`src/rtl/bcd_serial_converter.sv`:
```
// Sequential binary-to-BCD converter (shift-and-add-3) feeding the 7-seg display stage.
// Ports: clk, rst_n (sync, active-low), start/bin in; busy, done, valid, thousands..ones out.
// Latency WIDTH edges from accepted start to done; start ignored while busy (no queueing).
module bcd_serial_converter #(
  parameter int WIDTH = 13
) (
  input  logic             clk,
  input  logic             rst_n,
  input  logic             start,
  input  logic [WIDTH-1:0] bin,
  output logic             busy,
  output logic             done,
  output logic             valid,
  output logic [3:0]       thousands,
  output logic [3:0]       hundreds,
  output logic [3:0]       tens,
  output logic [3:0]       ones
);

  // Four BCD digits can hold at most 9999, so 13 bits is the widest legal input.
  if (WIDTH < 1 || WIDTH > 13) begin : g_bad_width
    $error("bcd_serial_converter: WIDTH must be in 1..13");
  end

  typedef enum logic {
    IDLE  = 1'b0,
    SHIFT = 1'b1
  } state_t;

  state_t           state;
  state_t           state_nxt;
  logic [3:0]       cnt;
  logic [15:0]      scratch;
  logic [WIDTH-1:0] bin_sr;
  logic [15:0]      adj;
  logic [15:0]      shifted;
  logic             last;

  always_comb begin
    adj       = scratch;
    shifted   = 16'd0;
    last      = 1'b0;
    state_nxt = state;

    // Correct every nibble before the shift so it cannot exceed 9 after doubling.
    for (int i = 0; i < 4; i++) begin
      if (adj[4*i +: 4] >= 4'd5) begin
        adj[4*i +: 4] = adj[4*i +: 4] + 4'd3;
      end
    end
    shifted = {adj[14:0], bin_sr[WIDTH-1]};
    last    = (cnt == 4'(WIDTH - 1));

    case (state)
      IDLE:    if (start) state_nxt = SHIFT;
      SHIFT:   if (last)  state_nxt = IDLE;
      default: state_nxt = IDLE;
    endcase
  end

  always_ff @(posedge clk) begin
    if (!rst_n) begin
      state     <= IDLE;
      cnt       <= 4'd0;
      scratch   <= 16'd0;
      bin_sr    <= '0;
      busy      <= 1'b0;
      done      <= 1'b0;
      valid     <= 1'b0;
      thousands <= 4'd0;
      hundreds  <= 4'd0;
      tens      <= 4'd0;
      ones      <= 4'd0;
    end else begin
      state <= state_nxt;
      done  <= 1'b0;
      case (state)
        IDLE: begin
          if (start) begin
            bin_sr  <= bin;
            scratch <= 16'd0;
            cnt     <= 4'd0;
            busy    <= 1'b1;
          end
        end
        SHIFT: begin
          scratch <= shifted;
          bin_sr  <= bin_sr << 1;
          cnt     <= cnt + 4'd1;
          if (last) begin
            // The final shifted value goes straight to the digit registers.
            thousands <= shifted[15:12];
            hundreds  <= shifted[11:8];
            tens      <= shifted[7:4];
            ones      <= shifted[3:0];
            done      <= 1'b1;
            valid     <= 1'b1;
            busy      <= 1'b0;
          end
        end
        default: ;
      endcase
    end
  end

endmodule
```
`config.mk`:
```
export PLATFORM = sky130hd
export DESIGN_NAME = bcd_serial_converter
export DESIGN_NICKNAME = d
export VERILOG_FILES = /design/src/rtl/bcd_serial_converter.sv
export SDC_FILE = /design/constraint.sdc
export NUM_CORES = 1
export LEC_CHECK = 0
export BUFFER_PORTS_ARGS = -buffer_cell sky130_fd_sc_hd__buf_2
export CAP_MARGIN = 20
export CORE_MARGIN = 10
export CORE_UTILIZATION = 55
export DETAILED_ROUTE_END_ITERATION = 10
export PLACE_DENSITY = 0.78
export SLEW_MARGIN = 10
export SYNTH_ARGS = -nofsm -noshare
export SYNTH_HDL_FRONTEND = slang
export SYNTH_SLANG_ARGS = --single-unit
```
`constraint.sdc`:
```
create_clock -name clk -period 2 [get_ports clk]
set_clock_uncertainty 0.1 [all_clocks]
set_input_delay 0.1 -clock clk [delete_from_list [all_inputs] [get_ports clk]]
set_output_delay 0.1 -clock clk [all_outputs]
set_load 0.02 [all_outputs]
```
Word level (Yosys, flattened, before mapping):

Cells that the tools add are included.

* add/sub/neg operators: 5
* order comparisons: 4
* muxes and demuxes: 17
* bitwise gates (word level): 1
* equal/unequal tests: 3
* reductions and logical operators: 3

Operators by type and width (count)
* $pmux 16 s2: 1
* $pmux 13 s2: 1
* $ge 4x3->1 const B: 4
* $mux 16: 1
* $mux 4: 4
* $mux 13: 1
* $add 4x2->4 const B: 3
* $pmux 4 s2: 1
* $reduce_and 2->1: 3
* $mux 1: 5
* $add 4x1->4 const B: 1
* $eq 4x4->1 const B: 1
* $pmux 1 s2: 2
* $add 3x2->3 const B: 1
* $mux 3: 1
* $ne 2x1->1 const B: 1
* $ne 2x2->1 const B: 1
* $not 1->1: 1

* word-level logic and storage cells: 44
* flip-flop bits (word level): 53
* output and inout port bits: 19
* bits of input ports: 16

Depth between registers and ports, before layout:

Gate-level depths: netlist of the first run.

* depth after elaboration: 3
* depth in mapped cells: 8

Least setup slack after synthesis of the first run:

No wires, ideal clock.

* path type: reg2reg
* from: register scratch[0]
* to: register scratch[2]
* path buffers: 0
* arrival: 1.357 ns
* period minus slack after synthesis: 1.549 ns
* slack: 0.451 ns
* data required time: 1.808 ns
* cell stages (with the launch flop): 7
* path through: dfxtp_1 -> inv_1 -> ha_1 -> nand2b_1 -> a21oi_1 -> mux2_2 -> o32ai_1

* longest elaborated chain between the ends: 3
* elaborated cells between the ends (all ways): 4

Ends and longest elaborated chain
* start, declared: RTL line 33 `logic [15:0] scratch;`
* start signal, assigned: RTL line 87 `scratch <= shifted;`
* $add 4x2->4 / $ge 4x3->1 (equally long branches): RTL line 48, 47
* $mux 4 (*): RTL line 47 `if (adj[4*i +: 4] >= 4'd5) begin`
* $pmux 16 s2 (*): RTL line 77 `case (state)`

Every way passes the cells marked *; elsewhere a longest branch is shown, timed or not.
A chain may end at the register's enable or synchronous reset.

Worst setup path in the final report of the first run:

* from: register scratch[4]
* to: register tens[2]

* longest elaborated chain between the ends: 2
* elaborated cells between the ends (all ways): 3

Ends and longest elaborated chain
* $add 4x2->4 / $ge 4x3->1 (equally long branches): RTL line 48, 47
* $mux 4 (*): RTL line 47
* end signal, assigned: RTL line 94 `tens <= shifted[7:4];`
* end, declared: RTL line 16 `output logic [3:0] tens,`

Marks and branches as above.

==> results of run 1 <==
## power by group through the flow
stage,clock network (W),registers (W),logic (W)
6_report,0.000604,0.00109,0.000149
4_1_cts,0.000622,0.00109,0.000150
5_1_grt,0.000658,0.00109,0.000167
2_1_floorplan,0,0.00111,0.000110
3_3_place_gp,0,0.00111,0.000143
3_5_place_dp,0,0.00111,0.000146
## Yosys cell counts (all sizes together)
cell type	number	area, sq um
a22o	3	26.3
a41oi	1	8.76
a31o	2	17.5
mux2	2	22.5
a21oi	31	163
clkbuf	6	23.8
mux2i	16	160
dfxtp	53	1060
nand3	4	20.0
nor2	29	109
xnor2	4	35.0
nor3b	10	75.1
and2	1	6.26
inv	16	60.1
buf	9	63.8
nand3b	1	7.51
o21ai	21	105
o32ai	9	78.8
a31oi	1	6.26
nor3	10	50.1
nand2	17	66.3
ha	10	125
nand2b	5	31.3
nand4	1	12.5
## critical path, cell delays in order, from the launching register on
cell,delay (ps)
dfxtp_1,340
inv_1,120
ha_1,290
nand2b_1,90
a21oi_1,240
mux2_2,380
o21ai_1,130
## path summary, 6_finish.rpt
check / startpoint / end / slack [ps] / cells after the start
worst min-delay path: bin[4] / bin_sr[4] / 50 / 5
worst min register to register: thousands[3] / thousands[3] / 350 / 2
worst max-delay path: scratch[4] / tens[2] / 250 / 6
worst max register to register: scratch[4] / tens[2] / 250 / 6
## sequential cells by signal (all words and copies together) (netlist names)
signal,flops
done,1
hundreds,4
tens,4
ones,4
bin_sr,13
cnt,4
thousands,4
valid,1
busy,1
scratch,16
state,1
## per-layer routing
| layer | vias to the layer above | part of all wire (%) | track usage, % |
|---|---|---|---|
| met2 | 46 | 46 | 22.5 |
| met5 | - | 0 | 0 |
| met3 | 8 | 6.1 | 5.35 |
| met1 | 900 | 46 | 16.2 |
| met4 | 0 | 1.7 | 5.84 |
| li1 | 973 | - | - |
## stage by stage
stage	hold slack (ps)	cells	setup WS [ps]	cell area, sq um
2_1_floorplan	195	262	451	2330
3_3_place_gp	297	338	338	2530
3_5_place_dp	301	338	277	2530
4_1_cts	40.8	347	249	2640
5_1_grt	65.7	347	145	2640
6_report	50.3	347	247	2640
## cell families (layout without fill, tap and decap cells)
logic type / count (synthesis) / count (layout)
AO/OA/AOI/OAI: 68 / 68
XOR/XNOR: 4 / 4
adder cells (fa/ha/maj): 10 / 10
buffers and inverters: 31 / 66
flip-flops: 53 / 53
multiplexers: 18 / 18
AND/OR/NAND/NOR: 78 / 78
## area by class of cell
type | count | area (sq um) | share of cell area [%]
clock buffers | 7 | 86.3 | 3.27
flip-flops and latches | 53 | 1060 | 40.2
well taps | 50 | 62.6 | 2.37
repair buffers | 43 | 243 | 9.20
multi-input cells | 178 | 1130 | 42.7
inverters | 16 | 60.1 | 2.28
==> impl_results.md, run 1 <==
- Status: completed
- Netlist Area Pre-Place: around 2300 sq um
- Hpwl dp: approximately 3600 um
- Net Sw Frac: between 20% and 30%
- Crit Path Max Fanout: 5
- Worst hold path type: in -> reg
- CP endpoint kind: register
- Fmax: ~570 MHz
- Worst-case clock buffer depth: 2
- Crit share post-route: 87.6%
- Total power: about 0.0018 W
- Crit path time final: 1750 ps
- Worst vdd ir: about 0.4 mV
- H-tree levels: 2
- Synth Instances: between 200 and 300
- IO Pins: 35
- CTS tree: done
- Vias/cell: between 5 and 6
- Clock group share of total power: approximately 33%
- Syn nets: about 290
- NetSw: approximately 0.00043 W
- Clk sink count: 53
- Commonest non-fill, non-tap cell in the layout: dfxtp_1
- Post-DRT Antenna Nets: 0
- Post-Route Setup TNS: 0 ps
- Ant. Diodes: 0
- Residual DRC count: 0
- Setup bufs post-CTS: 0
- Post-Route Utilization: 65.0%
- Clock Latency Late Sink: a little over 300 ps
- Synth Area in XOR/XNOR: 1.50%
- Cell area power density: roughly 700 nW/um^2
- Leakage power total: approximately 1.1 nW
- CTS Buf Count: 5
- Layout cell share with drive strength beyond 1: 18.9%
- Vias in the first global route: around 1900
- Post-layout nets: about 320
- Comb power frac: approximately 8%
- Synth-to-Final Area Change: 13.0%
- Routed wirelength normalized by instance count: ~14 um
- Arrival time worst endpoint: around 1900 ps
- Initial antenna violation count: 0
- Routed WL: 4900 um
- Distinct cell type count after synthesis: 32
- Initial core utilization: a little under three fifths
- First-pass DRT Iterations: 4
- DIE AREA: between 7000 and 8000 sq um
- Core area: between 4000 and 5000 sq um
- GP Congestion: between 0.7 and 0.8
- Sequential share of the synthesized area: 45.4%
- Synth Area in Simple Gates: between 10% and 20%
- Pins Over Slew Limit: 0
- WS Path Type: reg -> reg
- Most frequent cells in the layout: dfxtp_1 (53), buf_2 (34), a21oi_1 (29), nor2_1 (29)
- Post-synthesis mux area share: approximately 8%
- Port Buffer Count: 34
- CP Launch Type: register
- Largest family of logic cells by synthesized area: compound AO/OA/AOI/OAI gates
- Int Pwr: between 0.001 and 0.0015 W
- RSZ-0062 raised after global routing: no
- Slew @ Worst Pin: 504 ps
- Synth Area in Compound Gates: 17.4%
- Rel. slew slack: 66.3%
- Vias: 1927
- Final Hold Fails: 0
- Hold-fix buffers, CTS: 2
- Pin count of the biggest net entering global routing: 20
- Critical path required time: between 2000 and 2500 ps
- # rows: 23
- MaxCap Viol Count: 0
- Fillers: between 300 and 400
- Sequential group share of total power: about three fifths
- Post-Synth Adder-Cell Area: between 5 and 6%
- Chip width: around 85 um
- Clock root buffer: clkbuf_8
- Clock transition at the registers of the reported paths: about 90 ps
- Final setup viols: 0
- Post-CTS Resized: 0
- Warning count from the yosys run: 0
- Die Span Y: between 80 and 90 um
- GRT Total Usage: between 10% and 20%
- First-iteration detailed-routing DRC count: between 70 and 80
- First-pass GRT wire length: between 8000 and 9000 um
- Avg Cell Area, Syn: between 8 and 9 sq um
- Total grt overflow: 0
- Yosys reg bits: 53
(Power assumes the default switching activity.)
==> inputs of run 2 (changes only) <==
--- a/config.mk
+++ b/config.mk
@@ -10,6 +10,7 @@
 export CORE_MARGIN = 10
 export CORE_UTILIZATION = 55
 export DETAILED_ROUTE_END_ITERATION = 10
+export MAX_ROUTING_LAYER = met4
 export PLACE_DENSITY = 0.78
 export SLEW_MARGIN = 10
 export SYNTH_ARGS = -nofsm -noshare
==> run 2 against run 1 <==
  * Count of clock-buffer cells in the layout unchanged
  * Non-clock buffer count unchanged
  * Critical path type unchanged
  * First-iteration DRC count up 29%
  * Worst setup slack better by 1.2 ps
  * Global-route usage up 0.44 points
==> impl_results.md, run 2 (same netlist as run 1, synthesis figures left out) <==
- Worst setup path startpoint: scratch[4]
- WS Path Type: reg -> reg
- Final instance area: 2640 sq um (unchanged)
- First-pass GRT wire length: 8490 um (+0.25%)
- RR Startpoint: scratch[4]
- Vias: 1927 (unchanged)
- First-pass DRT Iterations: 4 (unchanged)
- CP Launch Type: register
- Most frequent cells in the layout: dfxtp_1 (53), buf_2 (34), a21oi_1 (29), nor2_1 (29)
- Clock transition at the registers of the reported paths: 90 ps (about the same)
- Commonest non-fill, non-tap cell in the layout: dfxtp_1
- Hpwl dp: 3560 um (unchanged)
- H-tree levels: 2 (unchanged)
- Placed instance area: 2530 sq um (unchanged)
- Initial antenna violation count: 0 (unchanged)
- Ant. Diodes: 0 (unchanged)
- IO Pins: 35 (unchanged)
- Largest Register: scratch
- Port Buffer Count: 34 (unchanged)
- CTS Buf Count: 5 (unchanged)
- Vias in the first global route: 1858 (-0.21%)
- Cell area power density: 698 nW/um^2 (about the same)
- MaxCap Viol Count: 0 (unchanged)
- Post-DRT Antenna Nets: 0 (unchanged)
- Sequential standard cell area: 1060 sq um (unchanged)
- Arrival time worst endpoint: 1900 ps (about the same)
- Hold WS: 50.0 ps (-0.314 ps)
- Routed WL: 4900 um (-0.10%)
- Leakage power total: 1.09 nW (unchanged)
- Total grt overflow: 0 (unchanged)
- Clock Latency Late Sink: 310 ps (about the same)
- Layout cell share with drive strength beyond 1: 18.9% (unchanged)
- Hold-fix buffers, CTS: 2 (unchanged)
- Final setup viols: 0 (unchanged)
- Setup bufs post-CTS: 0 (unchanged)
- Worst hold path type: in -> reg
- First-iteration detailed-routing DRC count: 101 (+29%)
- Largest register FFs: 16 (unchanged)
- GP Congestion: 0.811 (+1.4%)
- Chip width: 85.2 um (unchanged)
- Final Hold Fails: 0 (unchanged)
- Post-layout nets: 323 (unchanged)
- Critical path required time: 2140 ps (about the same)
- Pin count of the biggest net entering global routing: 20 (unchanged)
- Biggest regs: scratch (16), bin_sr (13)
- CTS tree: done
- Worst-case clock buffer depth: 2 (unchanged)
- RSZ-0062 raised after global routing: no
- Initial core utilization: 57.5% (unchanged)
- Crit path time final: 1750 ps (-1.24 ps)
- Routed wirelength normalized by instance count: 14.1 um (-0.10%)
- Pins Over Slew Limit: 0 (unchanged)
- Residual DRC count: 0 (unchanged)
- GRT Total Usage: 14.4% (+0.44 points)
- Crit Path Max Fanout: 5 (unchanged)
- # rows: 23 (unchanged)
- Core area: 4060 sq um (unchanged)
- Clock root buffer: clkbuf_8
- Status: completed
- DIE AREA: 7250 sq um (unchanged)
- Fillers: 343 (unchanged)
- Post-Route Setup TNS: 0 ps (unchanged)
- Vias/cell: 5.55 (unchanged)
- Synth-to-Final Area Change: 13.0% (unchanged)
- Min-Delay Startpoint: bin[4]
- Fmax: 571 MHz (about the same)
- Slew @ Worst Pin: 518 ps (+14.2 ps)
- CP endpoint kind: register
- Die Span Y: 85.2 um (unchanged)
- Crit share post-route: 87.6% (about the same)
- Multi-input gate area: 1130 sq um (unchanged)
- Clk sink count: 53 (unchanged)
- Rel. slew slack: 65.4% (-0.95 points)
- Post-CTS Resized: 0 (unchanged)
- Worst vdd ir: 0.401 mV (about the same)
-- run 2: cell counts in the layout (fill, tap and decap cells not counted) --
Identical to the previous run, type by type.
-- run 2: layer usage --
metal | routed length [um] | GRT usage (%) | vias to the layer above
met5 | 0 | - | -
met4 | 81 | 5.84 | 0
met3 | 266 | 4.97 | 7
met2 | 2250 | 22.4 | 45
met1 | 2290 | 16.6 | 901
li1 | - | - | 974
-- run 2: stage by stage --
stage | total power (W) | cells | util (%) | setup slack [ps]
floorplan | 0.00122 | 262 | - | 451
global placement | 0.00126 | 338 | 62.4 | 338
detailed placement | 0.00126 | 338 | 62.4 | 277
CTS | 0.00186 | 347 | 65.0 | 249
global route | 0.00192 | 347 | 65.0 | 145
finish | 0.00184 | 347 | 65.0 | 249
-- run 2: critical path, cell delays in order, from the launching register on --
cell and delay (ps):
dfxtp_1 340, inv_1 120, ha_1 290, nand2b_1 90
a21oi_1 240, mux2_2 380, o21ai_1 130
-- run 2: final cells by class --
class	count	area share [%]
clock buffer	7	3.27
multi-input combinational	178	42.7
sequential	53	40.2
inverter	16	2.28
tap	50	2.37
timing repair buffer	43	9.20
-- run 2: final timing paths --
check | to | slack, ps | depth (start not counted)
worst min-delay path | bin_sr[4] | 50 | 5
worst max register to register | tens[2] | 250 | 6
worst min register to register | thousands[3] | 350 | 2
worst max-delay path | tens[2] | 250 | 6
-- run 2: power by group --
part	internal [W]	leakage (nW)	switching, W
combinational	0.0000591	0.620	0.0000902
sequential	0.00108	0.430	0.0000131
clock	0.000275	0.0443	0.000328
